### src/rtl/ram_copy_engine.sv
// Word-copy initiator for the fixed-latency simulation RAM port: reads len words from src_addr,
// one per cycle, and writes each returned word to dst_addr as it arrives.
module ram_copy_engine #(
  parameter int ADDR_WIDTH  = 12,
  parameter int DATA_WIDTH  = 32,
  parameter int READ_DELAY  = 1,
  parameter int WRITE_DELAY = 1,
  parameter int LEN_WIDTH   = 10
) (
  input  logic                      clock,
  input  logic                      reset,
  input  logic                      start,
  input  logic [ADDR_WIDTH-1:0]     src_addr,
  input  logic [ADDR_WIDTH-1:0]     dst_addr,
  input  logic [LEN_WIDTH-1:0]      len,
  output logic                      busy,
  output logic                      done,
  output logic [ADDR_WIDTH-1:0]     raddr,
  output logic [ADDR_WIDTH-1:0]     waddr,
  output logic [DATA_WIDTH/8-1:0]   wstrb,
  output logic [DATA_WIDTH-1:0]     wdata,
  input  logic [DATA_WIDTH-1:0]     rdata
);

  localparam int BYTES      = DATA_WIDTH / 8;
  localparam int BYTE_SHIFT = (BYTES > 1) ? $clog2(BYTES) : 0;
  localparam int CNT_WIDTH  = (WRITE_DELAY > 1) ? $clog2(WRITE_DELAY) : 1;

  localparam logic [ADDR_WIDTH-1:0] ALIGN_MASK  = ~ADDR_WIDTH'(BYTES - 1);
  localparam logic [ADDR_WIDTH-1:0] ADDR_STEP   = ADDR_WIDTH'(BYTES);
  localparam logic [CNT_WIDTH-1:0]  COMMIT_LAST = CNT_WIDTH'(WRITE_DELAY - 1);

  typedef enum logic [1:0] {
    ST_IDLE,
    ST_READ,
    ST_DRAIN,
    ST_DONE
  } state_t;

  state_t                  state_reg;
  state_t                  state_next;

  logic [ADDR_WIDTH-1:0]   raddr_reg;
  logic [ADDR_WIDTH-1:0]   dst_reg;
  logic [LEN_WIDTH-1:0]    len_reg;
  logic [LEN_WIDTH-1:0]    rd_cnt_reg;
  logic [CNT_WIDTH-1:0]    commit_cnt_reg;
  logic [CNT_WIDTH-1:0]    commit_cnt_next;
  logic [ADDR_WIDTH-1:0]   waddr_hold_reg;
  logic [DATA_WIDTH-1:0]   wdata_hold_reg;

  // One tag per outstanding read: valid flag plus destination word index.
  logic                    tag_valid_reg [READ_DELAY];
  logic [LEN_WIDTH-1:0]    tag_idx_reg   [READ_DELAY];
  logic [READ_DELAY-1:0]   tag_occ;

  logic                    load;
  logic                    issue;
  logic                    last_read;
  logic                    tags_pending;
  logic                    wr_fire;
  logic [LEN_WIDTH-1:0]    wr_idx;
  logic [ADDR_WIDTH-1:0]   wr_addr;

  generate
    for (genvar gi = 0; gi < READ_DELAY; gi++) begin : g_occ
      assign tag_occ[gi] = tag_valid_reg[gi];
    end
  endgenerate

  assign tags_pending = |tag_occ;
  assign last_read    = (rd_cnt_reg == len_reg - LEN_WIDTH'(1));

  // ---------------------------------------------------------------- FSM
  always_ff @(posedge clock or negedge reset) begin
    if (!reset) begin
      state_reg      <= ST_IDLE;
      commit_cnt_reg <= '0;
    end else begin
      state_reg      <= state_next;
      commit_cnt_reg <= commit_cnt_next;
    end
  end

  always_comb begin
    state_next      = state_reg;
    commit_cnt_next = commit_cnt_reg;
    busy            = 1'b0;
    done            = 1'b0;
    load            = 1'b0;
    issue           = 1'b0;
    case (state_reg)
      ST_IDLE: begin
        if (start) begin
          if (len == '0) begin
            state_next = ST_DONE;
          end else begin
            load       = 1'b1;
            state_next = ST_READ;
          end
        end
      end
      ST_READ: begin
        busy  = 1'b1;
        issue = 1'b1;
        if (last_read) begin
          state_next = ST_DRAIN;
        end
      end
      ST_DRAIN: begin
        busy = 1'b1;
        // The commit countdown only starts once the final write has left the tag pipeline.
        if (tags_pending) begin
          commit_cnt_next = '0;
        end else if (commit_cnt_reg == COMMIT_LAST) begin
          commit_cnt_next = '0;
          state_next      = ST_DONE;
        end else begin
          commit_cnt_next = commit_cnt_reg + CNT_WIDTH'(1);
        end
      end
      ST_DONE: begin
        done       = 1'b1;
        state_next = ST_IDLE;
      end
      default: begin
        state_next = ST_IDLE;
      end
    endcase
  end

  // ---------------------------------------------------------------- read side
  always_ff @(posedge clock or negedge reset) begin
    if (!reset) begin
      raddr_reg  <= '0;
      dst_reg    <= '0;
      len_reg    <= '0;
      rd_cnt_reg <= '0;
    end else if (load) begin
      raddr_reg  <= src_addr & ALIGN_MASK;
      dst_reg    <= dst_addr & ALIGN_MASK;
      len_reg    <= len;
      rd_cnt_reg <= '0;
    end else if (issue) begin
      rd_cnt_reg <= rd_cnt_reg + LEN_WIDTH'(1);
      // raddr keeps the last issued address once the copy stops reading.
      if (!last_read) begin
        raddr_reg <= raddr_reg + ADDR_STEP;
      end
    end
  end

  assign raddr = raddr_reg;

  // ---------------------------------------------------------------- tag pipeline
  always_ff @(posedge clock or negedge reset) begin
    if (!reset) begin
      for (int s = 0; s < READ_DELAY; s++) begin
        tag_valid_reg[s] <= 1'b0;
        tag_idx_reg[s]   <= '0;
      end
    end else begin
      tag_valid_reg[0] <= issue;
      tag_idx_reg[0]   <= rd_cnt_reg;
      for (int s = 1; s < READ_DELAY; s++) begin
        tag_valid_reg[s] <= tag_valid_reg[s-1];
        tag_idx_reg[s]   <= tag_idx_reg[s-1];
      end
    end
  end

  // ---------------------------------------------------------------- write side
  // The write happens in the same cycle the read data returns, so rdata flows straight
  // through to wdata; the hold registers keep waddr/wdata stable between writes.
  assign wr_fire = tag_valid_reg[READ_DELAY-1];
  assign wr_idx  = tag_idx_reg[READ_DELAY-1];
  assign wr_addr = dst_reg + (ADDR_WIDTH'(wr_idx) << BYTE_SHIFT);

  assign waddr = wr_fire ? wr_addr : waddr_hold_reg;
  assign wdata = wr_fire ? rdata   : wdata_hold_reg;
  assign wstrb = wr_fire ? {BYTES{1'b1}} : {BYTES{1'b0}};

  always_ff @(posedge clock or negedge reset) begin
    if (!reset) begin
      waddr_hold_reg <= '0;
      wdata_hold_reg <= '0;
    end else begin
      waddr_hold_reg <= waddr;
      wdata_hold_reg <= wdata;
    end
  end

endmodule

### config.mk
export PLATFORM = sky130hd
export DESIGN_NAME = ram_copy_engine
export DESIGN_NICKNAME = d
export VERILOG_FILES = /design/src/rtl/ram_copy_engine.sv
export SDC_FILE = /design/constraint.sdc
export NUM_CORES = 1
export LEC_CHECK = 0
export BUFFER_PORTS_ARGS = -buffer_cell sky130_fd_sc_hd__buf_4
export CAP_MARGIN = 20
export CELL_PAD_IN_SITES_DETAIL_PLACEMENT = 1
export CELL_PAD_IN_SITES_GLOBAL_PLACEMENT = 1
export CORE_MARGIN = 2
export CORE_UTILIZATION = 40
export DETAILED_ROUTE_END_ITERATION = 7
export GPL_TIMING_DRIVEN = 0
export PLACE_DENSITY = 0.79
export SLEW_MARGIN = 15
export SYNTH_ARGS = -nofsm -noshare
export SYNTH_HDL_FRONTEND = slang
export SYNTH_SLANG_ARGS = --single-unit
### constraint.sdc
create_clock -name clock -period 4.01 [get_ports clock]
set_input_delay 0.401 -clock clock [delete_from_list [all_inputs] [get_ports clock]]
set_output_delay 0.401 -clock clock [all_outputs]
set_load 0.005 [all_outputs]
==> qor.txt <==
Outcome -> complete, no violations
FF-to-FF End -> state_reg[1]
Tot GR Track Use -> 0.1953
Clock power frac -> 0.200
Crit path kind -> register to output pin
Antenna cell count -> 0
DR iter-0 viols -> 104
Tot Pwr -> 4.979 mW
Slew margin rel. -> 0.3981
Number of global-route vias before repair -> 3962
Worst setup SP type -> register
Max-Cap Viols -> 0
Die Area -> 12590 um^2
Detailed-router iteration count before antenna repair -> 4
Nets -> 656
Min Hold Slack -> 93.20 ps
Grt total ovfl -> 0
Cts-stage hold buffer count -> 0
Least-Margin Pin Slew -> 902.9 ps
Final GP Congestion -> 0.8300
Worst Slack Setup Final -> 846.9 ps
Finished Cell Area -> 6143 um^2
Crit-path max FO -> 3
# placed instances -> 701
CTS tree -> built
Synthesized area -> 4682 um^2
Pre-CTS setup slack -> 864.3 ps
Antenna-violating nets left -> 0
Vias per inst -> 5.149
Asr flop ratio synth -> 1.000
Clk buf depth -> 2
Area growth syn-to-layout -> 31.21%
Yosys warnings -> 0
Layout cell share with drive strength beyond 1 -> 0.3415
Starting Density -> 0.4100
WL final -> 11690 um
FILL cells -> 1266
Critical path data arrival time -> 2760 ps
Largest net degree at the start of global routing -> 98
Number of clock sinks -> 97
Sequential area share after synthesis -> 0.5184
Clock transition at path regs -> 60 ps
Core region area -> 11420 um^2
Placed cell area -> 5799 um^2
DRC Markers -> 0
Reg2reg setup slack -> 850 ps
Net Sw Frac -> 0.3564
Sw power -> 1.775 mW
Max-slew violation count -> 0
Post-CTS Resized -> 0
Crit path to -> waddr[10]
Die H -> 112.2 um
Power Internal -> 3.205 mW
Row Count -> 39
Max reg flops -> 32
Setup TNS Final -> 0 ps
Post-synth top flop -> dfrtp_1
Syn Area/Cell -> 10.81 um^2
Vias -> 3692
R2R Path Start -> len_reg[0]
Worst setup path start -> dst_reg[2]
Comb power frac -> 0.467
Dpl hpwl -> 8701 um
Sequential power share -> 0.333
Pwr/cell area -> 810.5 nW/um^2
Drt wl/cell -> 16.30 um
Post-synthesis cell type count -> 51
Crit path time final -> 3163 ps
Skew-Pair Late Insertion Delay -> 350 ps
Fin cells -> 717
Cell depth of the worst flop-to-flop path -> 9
CP endpoint kind -> output pin
Synth Register Bits -> 97
CTS root buf -> clkbuf_16
Finished Core Util -> 0.5380
Leakage -> 2.932 nW
CP required -> 3610 ps
Fin crit share -> 0.7888
Global-route wire length before repair -> 19460 um
Final Hold Fails -> 0
# Post-CTS Setup Buffers -> 0
Maximum clock frequency -> 0.3161 GHz
Post-Synthesis Cells -> 433
I/O Buffers -> 124
Max VDD drop -> 0.4454 mV
Inserted Clock Buffers -> 9
I/O pin cnt -> 131
Setup-failing EPs final -> 0
Final Skew -> 4.262 ps
Hold crit path type -> primary input to asynchronous set/reset pin
Post-synth EDFFs -> 0
Initial antenna violation count -> 0
H-tree levels -> 3
RSZ-0062 raised after global routing -> no
Horiz. Die Dim -> 112.2 um
-- area by class of cell --
| cell class | count | area [um^2] | share of cell area |
|---|---|---|---|
| Sequential cell | 97 | 2427 | 0.3951 |
| Multi-Input combinational cell | 296 | 2074 | 0.3377 |
| Timing Repair Buffer | 124 | 934.6 | 0.1521 |
| Clock buffer | 9 | 225.2 | 0.03666 |
| Tap cell | 143 | 178.9 | 0.02912 |
| Clock inverter | 7 | 118.9 | 0.01935 |
| Buffer | 22 | 112.6 | 0.01833 |
| Inverter | 19 | 71.32 | 0.01161 |
-- worst min path at each step --
stage,startpoint,to,slack [ps],depth (start not counted)
after floorplan,reset,dst_reg[10],110,0
after detailed placement,rd_cnt_reg[0],tag_idx_reg[0],410,0
final,reset,wdata_hold_reg[5],90,1
after global placement,rd_cnt_reg[0],tag_idx_reg[0],390,0
after global routing,reset,wdata_hold_reg[0],180,1
after CTS,reset,wdata_hold_reg[5],190,1
-- cell usage in the layout (no fill, tap or decap), types with 2 or more instances in the layout --
cell and n:
or4_1 2, a21boi_0 3, nand4_1 6, clkbuf_16 9, or3_1 4, nor4_1 5, mux2i_1 4, bufinv_16 3
clkinvlp_4 2, dfrtp_1 97, nand2_1 69, nor3_1 3, and2_1 2, nor2b_1 4, xor2_1 10, a21o_1 4
buf_1 4, or2_2 4, buf_4 129, ha_1 17, o21ai_0 18, clkbuf_1 11, inv_1 19, a31oi_1 8
a211oi_1 4, nor2_1 22, nand3_1 13, conb_1 2, xnor2_1 20, and3_1 7, a21oi_1 4, o211ai_1 3
mux2_2 37, o31ai_1 2, buf_6 2
-- cell usage after synthesis, drive strengths merged, types with 4 or more instances --
cell,instances,area [um^2]
a211oi,5,42.54
a21o,4,30.03
a21oi,4,20.02
a31oi,9,71.32
and3,8,51.30
buf,11,71.31
clkbuf,11,41.29
dfrtp,97,2427
ha,17,212.7
inv,19,71.32
mux2,38,427.9
mux2i,4,40.04
nand2,69,259.0
nand3,13,65.06
nand4,6,37.54
nor2,22,82.58
nor2b,4,25.02
nor3,4,25.02
nor4,5,31.28
o21ai,18,90.09
or2,4,25.02
or3,5,32.53
xnor2,20,175.2
xor2,10,87.58
-- metal layers --
| layer | GRT usage | wire length [um] | share of wire | vias up |
|---|---|---|---|---|
| met5 | 0 | 0 | 0 | - |
| met4 | 0.07236 | 200 | 0.017 | 0 |
| met3 | 0.03348 | 418 | 0.036 | 14 |
| met2 | 0.3486 | 6111 | 0.52 | 76 |
| met1 | 0.2369 | 4954 | 0.42 | 1847 |
| li1 | - | - | - | 1755 |
-- critical path, stage by stage (launching register included) --
cell,delay (ps)
dfrtp_1,370
ha_1,170
inv_1,50
fa_1,400
nor2b_1,130
o21ai_0,110
a21boi_0,270
o21ai_0,150
a21boi_0,320
o2111ai_1,150
o211ai_1,140
buf_4,150
-- power groups by stage --
stage	clock network (mW)	logic [mW]	registers, mW
after global routing	1.06	2.59	1.71
after global placement	0	2.23	1.64
after floorplan	0	1.40	1.60
final	0.994	2.33	1.66
after CTS	1.02	2.37	1.67
after detailed placement	0	2.35	1.68
-- cell families after synthesis --
kind of cell | Yosys count | share of synthesized area
AO/OA/AOI/OAI | 55 | 0.08445
buffers and inverters | 41 | 0.03928
flip-flops | 97 | 0.5184
other | 1 | 0.0008009
AND/OR/NAND/NOR | 149 | 0.1513
XOR/XNOR | 30 | 0.05612
multiplexers | 42 | 0.09995
adder cells (fa/ha/maj) | 18 | 0.04971
Note: power is estimated with default switching activity, not from simulation.
